===== src/rtl/frame_buffer_scheduler_pkg.sv =====
// Shared types and constants for the frame-buffer scheduler.
package frame_buffer_scheduler_pkg;

  // Port ownership state: free drawing, waiting for the frame boundary, clearing the new back page
  typedef enum logic [1:0] {
    ST_DRAW    = 2'd0,
    ST_PENDING = 2'd1,
    ST_CLEAR   = 2'd2
  } fbs_state_e;

  // 1280x720 timing totals the scheduler is built around
  localparam int H_ACTIVE = 1280;
  localparam int V_ACTIVE = 720;
  localparam int H_TOTAL  = 1650;
  localparam int V_TOTAL  = 750;

  // Width of a linear pixel index within one page
  function automatic int fb_addr_w(input int width, input int height);
    return $clog2(width * height);
  endfunction

endpackage


===== src/rtl/frame_buffer_scheduler_sig_delay.sv =====
// Fixed-depth shift register used to align timing signals with the pixel pipeline.
module sig_delay #(
  parameter int WIDTH = 1,
  parameter int DEPTH = 1
) (
  input  logic             clk_in,
  input  logic             rst_n_in,
  input  logic [WIDTH-1:0] data_in,
  output logic [WIDTH-1:0] data_out
);

  logic [WIDTH-1:0] pipe_d [DEPTH];
  logic [WIDTH-1:0] pipe_q [DEPTH];

  // Next stage values: new sample enters stage 0, the rest move one stage down
  always_comb begin
    pipe_d[0] = data_in;
    for (int i = 1; i < DEPTH; i++) begin
      pipe_d[i] = pipe_q[i-1];
    end
  end

  // Delay stages, cleared on reset
  always_ff @(posedge clk_in or negedge rst_n_in) begin
    if (!rst_n_in) begin
      for (int i = 0; i < DEPTH; i++) begin
        pipe_q[i] <= '0;
      end
    end else begin
      for (int i = 0; i < DEPTH; i++) begin
        pipe_q[i] <= pipe_d[i];
      end
    end
  end

  assign data_out = pipe_q[DEPTH-1];

endmodule


===== src/rtl/frame_buffer_scheduler.sv =====
// Single-port frame-buffer arbiter: scan-out reads take every scan slot, draw
// writes and page clears share the remaining cycles; two pages are swapped at
// the frame boundary on request.
module frame_buffer_scheduler
  import frame_buffer_scheduler_pkg::*;
#(
  parameter int                     FB_WIDTH      = 320,
  parameter int                     FB_HEIGHT     = 180,
  parameter int                     SCALE_LOG2    = 2,
  parameter int                     PIXEL_WIDTH   = 8,
  parameter int                     READ_LATENCY  = 2,
  parameter bit                     CLEAR_ON_SWAP = 1'b1,
  parameter logic [PIXEL_WIDTH-1:0] CLEAR_COLOR   = '0,
  localparam int ADDR_W = 1 + fb_addr_w(FB_WIDTH, FB_HEIGHT)
) (
  input  logic                   pixel_clk_in,
  input  logic                   rst_n_in,
  input  logic [10:0]            hcount_in,
  input  logic [9:0]             vcount_in,
  input  logic                   ad_in,
  input  logic                   hs_in,
  input  logic                   vs_in,
  input  logic                   nf_in,
  input  logic                   wr_valid_in,
  output logic                   wr_ready_out,
  input  logic [8:0]             wr_x_in,
  input  logic [7:0]             wr_y_in,
  input  logic [PIXEL_WIDTH-1:0] wr_data_in,
  input  logic                   swap_req_in,
  output logic                   swap_ack_out,
  output logic                   busy_out,
  output logic [ADDR_W-1:0]      mem_addr_out,
  output logic                   mem_we_out,
  output logic [PIXEL_WIDTH-1:0] mem_din_out,
  input  logic [PIXEL_WIDTH-1:0] mem_dout_in,
  output logic [PIXEL_WIDTH-1:0] pixel_out,
  output logic [10:0]            hcount_out,
  output logic [9:0]             vcount_out,
  output logic                   ad_out,
  output logic                   hs_out,
  output logic                   vs_out
);

  localparam int IDX_W = ADDR_W - 1;
  localparam int LAT   = READ_LATENCY + 2;
  localparam logic [IDX_W-1:0] LAST_IDX  = IDX_W'(FB_WIDTH * FB_HEIGHT - 1);
  localparam logic [IDX_W-1:0] ROW_STEP  = IDX_W'(FB_WIDTH);
  localparam logic [9:0]       X_LIMIT   = 10'(FB_WIDTH);
  localparam logic [8:0]       Y_LIMIT   = 9'(FB_HEIGHT);

  fbs_state_e               state_d, state_q;
  logic                     front_d, front_q;
  logic [IDX_W-1:0]         clr_cnt_d, clr_cnt_q;
  logic                     swap_ack_d, swap_ack_q;
  logic                     busy_d, busy_q;
  logic [ADDR_W-1:0]        mem_addr_d, mem_addr_q;
  logic                     mem_we_d, mem_we_q;
  logic [PIXEL_WIDTH-1:0]   mem_din_d, mem_din_q;
  logic [READ_LATENCY:0]    rd_vld_d, rd_vld_q;
  logic [READ_LATENCY:0]    ad_pipe_d, ad_pipe_q;
  logic [PIXEL_WIDTH-1:0]   pixel_d, pixel_q;
  logic [IDX_W-1:0]         row_base_d, row_base_q;
  logic [9:0]               vcount_d, vcount_q;

  logic                     scan_slot_s;
  logic [IDX_W-1:0]         scan_idx_s;
  logic [IDX_W-1:0]         wr_idx_s;
  logic                     wr_in_range_s;
  logic                     wr_fire_s;

  // Slot decode and scan address; the row base advances by one source row
  // whenever vcount crosses an upscale boundary, so no multiplier on the scan path
  always_comb begin
    scan_slot_s = ad_in && (hcount_in[SCALE_LOG2-1:0] == '0);
    vcount_d    = vcount_in;
    if (vcount_in != vcount_q) begin
      if (vcount_in == 10'd0) begin
        row_base_d = '0;
      end else if (vcount_in[SCALE_LOG2-1:0] == '0) begin
        row_base_d = row_base_q + ROW_STEP;
      end else begin
        row_base_d = row_base_q;
      end
    end else begin
      row_base_d = row_base_q;
    end
    scan_idx_s    = row_base_d + IDX_W'(hcount_in >> SCALE_LOG2);
    wr_idx_s      = IDX_W'(wr_y_in) * ROW_STEP + IDX_W'(wr_x_in);
    wr_in_range_s = ({1'b0, wr_x_in} < X_LIMIT) && ({1'b0, wr_y_in} < Y_LIMIT);
  end

  // Draw engine may only write in DRAW on a free slot; forced low while in reset
  assign wr_ready_out = rst_n_in && (state_q == ST_DRAW) && !scan_slot_s;
  assign wr_fire_s    = wr_valid_in && wr_ready_out;

  // Page FSM, clear counter and memory port mux (scan > clear > draw write)
  always_comb begin
    state_d    = state_q;
    front_d    = front_q;
    clr_cnt_d  = clr_cnt_q;
    swap_ack_d = 1'b0;
    mem_we_d   = 1'b0;
    mem_addr_d = mem_addr_q;
    mem_din_d  = mem_din_q;
    case (state_q)
      ST_DRAW: begin
        if (swap_req_in) begin
          state_d = ST_PENDING;
        end else begin
          state_d = ST_DRAW;
        end
      end
      ST_PENDING: begin
        if (nf_in) begin
          front_d    = ~front_q;
          swap_ack_d = 1'b1;
          clr_cnt_d  = '0;
          state_d    = CLEAR_ON_SWAP ? ST_CLEAR : ST_DRAW;
        end else begin
          state_d = ST_PENDING;
        end
      end
      ST_CLEAR: begin
        if (!scan_slot_s) begin
          if (clr_cnt_q == LAST_IDX) begin
            clr_cnt_d = '0;
            state_d   = ST_DRAW;
          end else begin
            clr_cnt_d = clr_cnt_q + IDX_W'(1);
          end
        end else begin
          clr_cnt_d = clr_cnt_q;
        end
      end
      default: begin
        state_d = ST_DRAW;
      end
    endcase

    if (scan_slot_s) begin
      mem_addr_d = {front_q, scan_idx_s};
    end else if (state_q == ST_CLEAR) begin
      mem_we_d   = 1'b1;
      mem_addr_d = {~front_q, clr_cnt_q};
      mem_din_d  = CLEAR_COLOR;
    end else if (wr_fire_s && wr_in_range_s) begin
      mem_we_d   = 1'b1;
      mem_addr_d = {~front_q, wr_idx_s};
      mem_din_d  = wr_data_in;
    end else begin
      mem_we_d = 1'b0;
    end
    busy_d = (state_d != ST_DRAW);
  end

  // Read-return tracking: capture BRAM data exactly when a scan read returns,
  // blank outside the active area, otherwise hold across the upscale cycles
  always_comb begin
    rd_vld_d  = {rd_vld_q[READ_LATENCY-1:0], scan_slot_s};
    ad_pipe_d = {ad_pipe_q[READ_LATENCY-1:0], ad_in};
    if (rd_vld_q[READ_LATENCY]) begin
      pixel_d = mem_dout_in;
    end else if (!ad_pipe_q[READ_LATENCY]) begin
      pixel_d = '0;
    end else begin
      pixel_d = pixel_q;
    end
  end

  // State and output registers; reset discards any reads in flight
  always_ff @(posedge pixel_clk_in or negedge rst_n_in) begin
    if (!rst_n_in) begin
      state_q    <= ST_DRAW;
      front_q    <= 1'b0;
      clr_cnt_q  <= '0;
      swap_ack_q <= 1'b0;
      busy_q     <= 1'b0;
      mem_addr_q <= '0;
      mem_we_q   <= 1'b0;
      mem_din_q  <= '0;
      rd_vld_q   <= '0;
      ad_pipe_q  <= '0;
      pixel_q    <= '0;
      row_base_q <= '0;
      vcount_q   <= '0;
    end else begin
      state_q    <= state_d;
      front_q    <= front_d;
      clr_cnt_q  <= clr_cnt_d;
      swap_ack_q <= swap_ack_d;
      busy_q     <= busy_d;
      mem_addr_q <= mem_addr_d;
      mem_we_q   <= mem_we_d;
      mem_din_q  <= mem_din_d;
      rd_vld_q   <= rd_vld_d;
      ad_pipe_q  <= ad_pipe_d;
      pixel_q    <= pixel_d;
      row_base_q <= row_base_d;
      vcount_q   <= vcount_d;
    end
  end

  sig_delay #(
    .WIDTH (24),
    .DEPTH (LAT)
  ) u_timing_delay (
    .clk_in   (pixel_clk_in),
    .rst_n_in (rst_n_in),
    .data_in  ({hcount_in, vcount_in, ad_in, hs_in, vs_in}),
    .data_out ({hcount_out, vcount_out, ad_out, hs_out, vs_out})
  );

  assign swap_ack_out = swap_ack_q;
  assign busy_out     = busy_q;
  assign mem_addr_out = mem_addr_q;
  assign mem_we_out   = mem_we_q;
  assign mem_din_out  = mem_din_q;
  assign pixel_out    = pixel_q;

endmodule


===== config.mk =====
export PLATFORM = sky130hd
export DESIGN_NAME = frame_buffer_scheduler
export DESIGN_NICKNAME = d
export VERILOG_FILES = /design/src/rtl/frame_buffer_scheduler_pkg.sv /design/src/rtl/frame_buffer_scheduler_sig_delay.sv /design/src/rtl/frame_buffer_scheduler.sv
export SDC_FILE = /design/constraint.sdc
export NUM_CORES = 1
export LEC_CHECK = 0
export ABC_AREA = 1
export CORE_ASPECT_RATIO = 0.7
export CORE_MARGIN = 10
export CORE_UTILIZATION = 35
export DETAILED_ROUTE_END_ITERATION = 8
export HOLD_SLACK_MARGIN = 0.08
export PLACE_DENSITY = 0.65
export REMOVE_ABC_BUFFERS = 1
export SYNTH_ARGS = -nofsm -noshare
export SYNTH_HDL_FRONTEND = slang
export SYNTH_HIERARCHICAL = 1
export SYNTH_SLANG_ARGS = --single-unit

===== constraint.sdc =====
create_clock -name pixel_clk_in -period 3.55 [get_ports pixel_clk_in]
set_clock_uncertainty 0.1 [all_clocks]
set_input_delay 0.71 -clock pixel_clk_in [delete_from_list [all_inputs] [get_ports pixel_clk_in]]
set_output_delay 0.71 -clock pixel_clk_in [all_outputs]
set_load 0.01 [all_outputs]

==> results.toml, run 1 <==
[finish]
fin_nets = 1039
post_layout_nonfiller_instances = 1243
areaGrowthSynthToFinish_pct = 32.8
diodes = 0
drive_gt1_share_pct = 13.8

[synth]
yosys.area_share.simple_pct = 20.1
async_reset_ff_share_pct = 100
synth_top_family_by_area = "simple AND/OR/NAND/NOR gates"
avgSynthCellArea_um2 = 9.95
synth_area_um2 = 7690
synthMuxAreaShare_pct = 0
yosys.area.top_type = "dfrtp_1"
syn-instance-count = 773
synth_top_area_share_pct = 59.6
synth_compound_area_share_pct = 8.67
synth_seq_cells = 183
seq_area_frac_synth_pct = 59.6
synth-main-ff-cell = "dfrtp_1"
synth-edff-count = 0
synth_cell_types = 53
yosys_warnings = 6
synthAdderAreaFrac_pct = 5.01
synth_area_leaders = "dfrtp_1 (60%), nand2_1 (7.4%), ha_1 (4.2%)"
synth_xor_area_share_pct = 1.25

[sta]
fmax_mhz = 303
worst_pin_slew_ns = 0.817
slew_headroom_pct = 45.5
rsz0062_at_grt = "no"
post-route-min-period_ns = 3.30
period_share_pct = 92.9
final_hold_viol_count = 0
setup_violations = 0
timing.setup.tns_ns = 0
slew_violations = 0

[pwr]
ir_drop_v = 0.000389
p_leak_nw = 4.93
powerDensity_nw_per_um2 = 645

[setup_path]
crit_buf_inv = 4
critical_path_required_ns = 3.76
worstPathCellList = "clkdlybuf4s50_1 -> nor2_1 -> nand2_1 -> nor2_2 -> nand2_4 -> clkinv_2 -> nand2_2 -> inv_4 -> nor2_2 -> ha_1 -> fa_1 -> nand3_1 -> nand2_1 -> nand4_1 -> nand3_1 -> nand2_1 -> nand2_1 -> nand3_1 -> nor2_4 -> buf_4 -> o21ai_1 -> a21oi_1"
worst_setup_path_start_kind = "input pin"
cp_top_family = "simple AND/OR/NAND/NOR gates"
path_common_cell = "nand2_1"
crit_type = "input pin to flip-flop"
worstPathArrival_ns = 3.51
path_max_fanout = 6
cp_slowest_stage_delay_ns = 0.46
crit_path_end_kind = "flip-flop"
slowest_stage = "clkdlybuf4s50_1"

[global_route]
overflow = 0
antenna_found_initial = 0
track_usage_pct = 12.9
grt_max_degree = 66
grt_pass1_vias = 5565
grt_pass1_wl_um = 29300

[placement]
dp.cells = 1209
dp_hpwl_um = 13800
portBuffers = 122
gp_congestion = 0.898

[clock_tree]
cts-buffers-inserted = 17
clk_pin_slew_worst_paths_ns = 0.07
root_buffer = "clkbuf_16"
cts_tree = "built"
clkLatencyLatePin_ns = 0.43
clock-sinks = 183
clockBufferDepth = 2
htree_levels = 4

[floorplan]
pin_count = 123
die_x_um = 197
rows = 45
die_height_um = 144
core_um2 = 21600
start_util_pct = 35.6
dieArea_um2 = 28400

[run_status]
outcome = "finished, final reports clean"

[drt]
drtIter0Drc = 429
vias_per_cell = 4.59
ant_nets = 0
num_vias = 5711
drt-wirelength-per-cell_um = 14.6
totalWireLength_um = 18100
drc_errors = 0
drtPass1Iterations = 6

[hold_path]
hold_path.class = "flip-flop to flip-flop"

[run]
max_cap_viol_count = 0
==> logic make-up after synthesis <==
family	after synthesis
and+or+nand+nor	338
DFF	183
AOI/OAI and AO/OA	107
buffers and inverters	105
adders and majority gates	29
xor gates and xnor gates	11
==> cells in the final DEF, fill, tap and decap left out, types with 3 or more instances in the layout <==
cell type,synthesis,routed
nand2_1,152,151
dlymetal6s2s_1,0,7
dfrtp_1,183,183
o31ai_1,4,4
nor2_1,69,67
clkdlybuf4s50_1,0,112
a21oi_1,38,38
a31oi_1,9,9
o21ai_0,23,23
nor2_2,9,10
clkinv_4,1,5
a21oi_2,3,3
ha_1,26,26
clkbuf_16,0,17
nor3_2,3,3
fa_1,3,3
buf_4,0,46
nand3_1,58,58
inv_2,8,8
nor2_4,4,5
a22oi_1,5,5
o22ai_1,5,5
nand3_2,3,3
or2_2,3,3
inv_8,0,3
inv_1,83,82
nor3_1,13,13
xor2_1,8,8
clkinv_8,0,5
nand2_2,7,8
xnor2_1,3,3
nand4_1,6,6
==> cell type report <==
type / count / area, µm²
inverters: 93 / 358
clock inverters: 15 / 205
flip-flops and latches: 183 / 4580
repair buffers: 168 / 1590
fillers: 2025 / 11400
clock buffers: 17 / 425
multi-input cells: 485 / 2710
well taps: 282 / 353
==> registers in the layout (all words and copies together) (netlist names) <==
register / flops
swap_ack_out: 1
mem_addr_out: 17
vcount_q: 10
row_base_q: 16
state_q: 2
mem_din_out: 8
u_timing_delay/pipe_d: 72
ad_pipe_q: 3
u_timing_delay/data_out: 24
clr_cnt_q: 16
rd_vld_q: 3
busy_out: 1
front_q: 1
pixel_out: 8
mem_we_out: 1
==> stage by stage <==
| step | util, % | total power, mW | setup WS (ns) | instance area, µm² | hold slack, ns |
|---|---|---|---|---|---|
| floorplan | - | 3.73 | 0.341 | 7630 | 0.231 |
| global placement | 44.1 | 4.62 | -0.339 | 9540 | 0.231 |
| detailed placement | 44.1 | 4.66 | -0.442 | 9540 | 0.235 |
| CTS | 47.0 | 6.63 | 0.0146 | 10200 | 0.248 |
| global route | 47.2 | 7.01 | 0.0174 | 10200 | 0.253 |
| finish | 47.2 | 6.58 | 0.251 | 10200 | 0.246 |
==> final timing paths <==
| kind | from | slack, ns | cells after the start | end |
|---|---|---|---|---|
| max in group asynchronous | rst_n_in | 1.63 | 3 | mem_addr_out[15] |
| setup reg to reg | vcount_q[5] | 0.59 | 23 | mem_addr_out[14] |
| hold / removal | u_timing_delay/pipe_d[71] | 0.25 | 0 | u_timing_delay/pipe_d[47] |
| min in group asynchronous | rst_n_in | 0.36 | 2 | mem_addr_out[1] |
| hold reg to reg | u_timing_delay/pipe_d[71] | 0.25 | 0 | u_timing_delay/pipe_d[47] |
| setup / recovery | vcount_in[9] | 0.25 | 22 | mem_addr_out[12] |
==> Yosys cell counts (4+ instances only) <==
master,instances
o31ai_1,4
xor2_1,8
ha_1,26
nor3_1,13
inv_2,8
nor2_4,4
clkbuf_1,5
nand2_1,152
a31oi_1,9
dfrtp_1,183
nand4_1,6
inv_1,83
o21ai_0,23
nor2_2,9
a22oi_1,5
nor2_1,69
nand3_1,58
nand2_2,7
buf_2,6
a21oi_1,38
o22ai_1,5
==> metal layers <==
metal | up-vias | routed length, µm | global-route usage, %
li1 | 2884 | - | -
met1 | 2671 | 8910 | 18.3
met2 | 145 | 7960 | 19.2
met3 | 11 | 1080 | 3.30
met4 | 0 | 178 | 3.63
met5 | - | 0 | 0
==> power breakdown <==
group | switching, mW | internal, mW | leakage (nW)
clock network | 0.923 | 1.03 | 0.305
logic | 1.18 | 0.885 | 2.44
registers | 0.196 | 2.38 | 2.18
==> what timing repair did <==
action | in CTS | in global routing
resized for setup | 3 | 12
buffers inserted | 0 | 2
hold buffers | 0 | 0
endpoints found under the setup margin | 1 | 9
pin swaps | 0 | 2
No activity file was read; power rests on OpenSTA's default activity.
==> run 2, diff against run 1 <==
--- a/config.mk
+++ b/config.mk
@@ -9,9 +9,10 @@
 export CORE_ASPECT_RATIO = 0.7
 export CORE_MARGIN = 10
 export CORE_UTILIZATION = 35
+export CTS_CLUSTER_SIZE = 14
 export DETAILED_ROUTE_END_ITERATION = 8
 export HOLD_SLACK_MARGIN = 0.08
-export PLACE_DENSITY = 0.65
+export PLACE_DENSITY = 0.67
 export REMOVE_ABC_BUFFERS = 1
 export SYNTH_ARGS = -nofsm -noshare
 export SYNTH_HDL_FRONTEND = slang
==> constraint.sdc (replaced) <==
create_clock -name pixel_clk_in -period 2.91 [get_ports pixel_clk_in]
set_clock_uncertainty 0.1 [all_clocks]
set_input_delay 0.582 -clock pixel_clk_in [delete_from_list [all_inputs] [get_ports pixel_clk_in]]
set_output_delay 0.582 -clock pixel_clk_in [all_outputs]
set_load 0.01 [all_outputs]
==> run 2 against run 1 <==
Effect of this change: core utilization grew 1.6 points; cell count up 2.6%; via count up 4.9%; critical path type is now flip-flop to flip-flop; critical endpoint is now mem_addr_out[14]; highest routed layer unchanged.
==> results.toml, run 2 (synthesis results as in run 1) <==
[finish]
drive_gt1_share_pct = 19.9
largest_reg_flops = 72
final_common_cell = "dfrtp_1"
areaGrowthSynthToFinish_pct = 37.3
stdcell_area_um2 = 10600
diodes = 0
fin_nets = 1071
mostFrequentLayoutCells = "dfrtp_1 (183), nand2_1 (147), clkdlybuf4s50_1 (111)"

[setup_path]
worstPathCellList = "nor2_2 -> nor2_2 -> nor2_2 -> nand2_1 -> nor2_2 -> nand2_2 -> nand2_4 -> inv_6 -> nor2_4 -> ha_4 -> fa_2 -> nand3_2 -> nand2_2 -> nand4_1 -> nand3_2 -> nand2_2 -> nand2_2 -> nand3_2 -> nor2_4 -> nand2_1 -> nand2_1 -> nand3_2 -> a21oi_2"
slowest_stage = "dfrtp_1"
worst_setup_path_start_kind = "flip-flop"
path_max_fanout = 6
cp_slowest_stage_delay_ns = 0.40
crit_type = "flip-flop to flip-flop"
crit_path_end_kind = "flip-flop"
critical_path_required_ns = 3.17
worstPathArrival_ns = 3.16
crit_buf_inv = 1
cp_top_family = "simple AND/OR/NAND/NOR gates"

[drt]
vias_per_cell = 4.70
drtPass1Iterations = 5
ant_nets = 0
totalWireLength_um = 18400
num_vias = 5992
drtIter0Drc = 366
drt-wirelength-per-cell_um = 14.5
drc_errors = 0

[sta]
worst_pin_slew_ns = 0.714
fin_ws_ns = 0.00650
fmax_mhz = 344
slew_headroom_pct = 52.4
post-route-min-period_ns = 2.90
period_share_pct = 99.8
setup_violations = 0
slew_violations = 0
final_hold_viol_count = 0
rsz0062_at_grt = "yes"

[pwr]
ir_drop_v = 0.000503
power_frac_comb_pct = 32.5
powerDensity_nw_per_um2 = 774
p_leak_nw = 5.04
switching_share_pct = 34.9
seqPwrFrac_pct = 38.4
p_switching_mw = 2.85
internal_power_mw = 5.32
clock_power_share_pct = 29.1

[run_status]
outcome = "finished, final reports clean"

[clock_tree]
holdBufCountCts = 0
cts_tree = "built"
clockBufferDepth = 2
root_buffer = "clkbuf_16"
htree_levels = 4
clock-sinks = 183
clk_pin_slew_worst_paths_ns = 0.08
clkLatencyLatePin_ns = 0.43
cts-buffers-inserted = 17

[floorplan]
die_x_um = 197
core_um2 = 21600
dieArea_um2 = 28400
start_util_pct = 35.6
pin_count = 123
die_height_um = 144
rows = 45

[global_route]
antenna_found_initial = 0
overflow = 0
grt_max_degree = 130
track_usage_pct = 13.0
grt_pass1_vias = 5677
grt_pass1_wl_um = 29400

[placement]
dp_hpwl_um = 13800
post-place-ws_ns = -1.01
placed_area_um2 = 9740
gp_congestion = 0.898
portBuffers = 122

[hold_path]
hold_path.class = "input pin to async pin"

[run]
max_cap_viol_count = 0
run 2: changes by cell type in the layout (fill, tap and decap cells not counted), sizes merged:
cell | previous run | this run
dlygate4sd2 | 2 | 1
inv | 96 | 99
clkinv | 11 | 7
clkbuf | 18 | 23
clkdlybuf4s50 | 112 | 111
clkdlybuf4s15 | 0 | 4
clkinvlp | 0 | 1
buf | 46 | 78
dlymetal6s2s | 7 | 0
run 2: area by class of cell:
type	count	area, µm²
inverter	93	360
multi-input combinational	485	2840
clock buffer	17	425
tap	282	353
fill	1985	11100
timing repair buffer	200	1800
sequential	183	4580
clock inverter	15	199
run 2: worst register-to-register path: cells and delay by family, from the launching register on:
kind	cells	cell delay (ns)
flops	1	0.40
buf+inv	1	0.06
fa+ha+maj	2	0.37
simple gates	19	1.79
compound gates	1	0.13
run 2: final timing paths:
| path | start | endpoint | slack, ns | cells after the start |
|---|---|---|---|---|
| worst max register to register | vcount_q[1] | mem_addr_out[14] | 0.006 | 23 |
| worst min-delay path | rst_n_in | u_timing_delay/data_out[15] | 0.14 | 2 |
| max in group asynchronous | rst_n_in | clr_cnt_q[14] | 1.98 | 2 |
| worst min register to register | u_timing_delay/pipe_d[44] | u_timing_delay/pipe_d[20] | 0.25 | 0 |
| worst max-delay path | vcount_q[1] | mem_addr_out[14] | 0.006 | 23 |
| min in group pixel_clk_in | vcount_in[4] | u_timing_delay/pipe_d[55] | 0.22 | 1 |
run 2: metal layers:
metal | wire, µm | track usage (%)
met3 | 1200 | 3.27
met1 | 8680 | 17.9
met5 | 0 | 0
met2 | 8380 | 19.6
met4 | 170 | 4.11
run 2: timing repair:
action,in CTS,in global routing
resized for setup,30,34
endpoints found under the setup margin,13,9
setup buffers,0,9
pin swaps,2,23
gates cloned,0,0
run 2: power groups by stage:
stage               combinational (mW)  clock (mW)  sequential [mW]
floorplan                         1.34           0             3.22
global placement                  2.52           0             3.17
detailed placement                2.55           0             3.18
CTS                               2.57        2.44             3.14
global route                      2.96        2.54             3.19
finish                            2.66        2.38             3.14
run 2: stage by stage:
| step | TNS, ns | hold WS [ns] | total power [mW] | util (%) | instances |
|---|---|---|---|---|---|
| final | 0 | 0.137 | 8.17 | 48.8 | 1275 |
| after global routing | -1.07 | 0.216 | 8.69 | 48.8 | 1275 |
| after global placement | -9.05 | 0.231 | 5.69 | 45.0 | 1234 |
| after floorplan | -0.852 | 0.186 | 4.55 | - | 761 |
| after detailed placement | -11.26 | 0.235 | 5.73 | 45.0 | 1234 |
| after CTS | 0 | 0.223 | 8.15 | 48.1 | 1266 |
==> run 3, diff against run 2 <==
--- a/config.mk
+++ b/config.mk
@@ -14,6 +14,7 @@
 export HOLD_SLACK_MARGIN = 0.08
 export PLACE_DENSITY = 0.67
 export REMOVE_ABC_BUFFERS = 1
+export SLEW_MARGIN = 0
 export SYNTH_ARGS = -nofsm -noshare
 export SYNTH_HDL_FRONTEND = slang
 export SYNTH_HIERARCHICAL = 1
==> results of run 3 <==
Same layout as run 2: the final DEF is identical, and so are final timing and power.
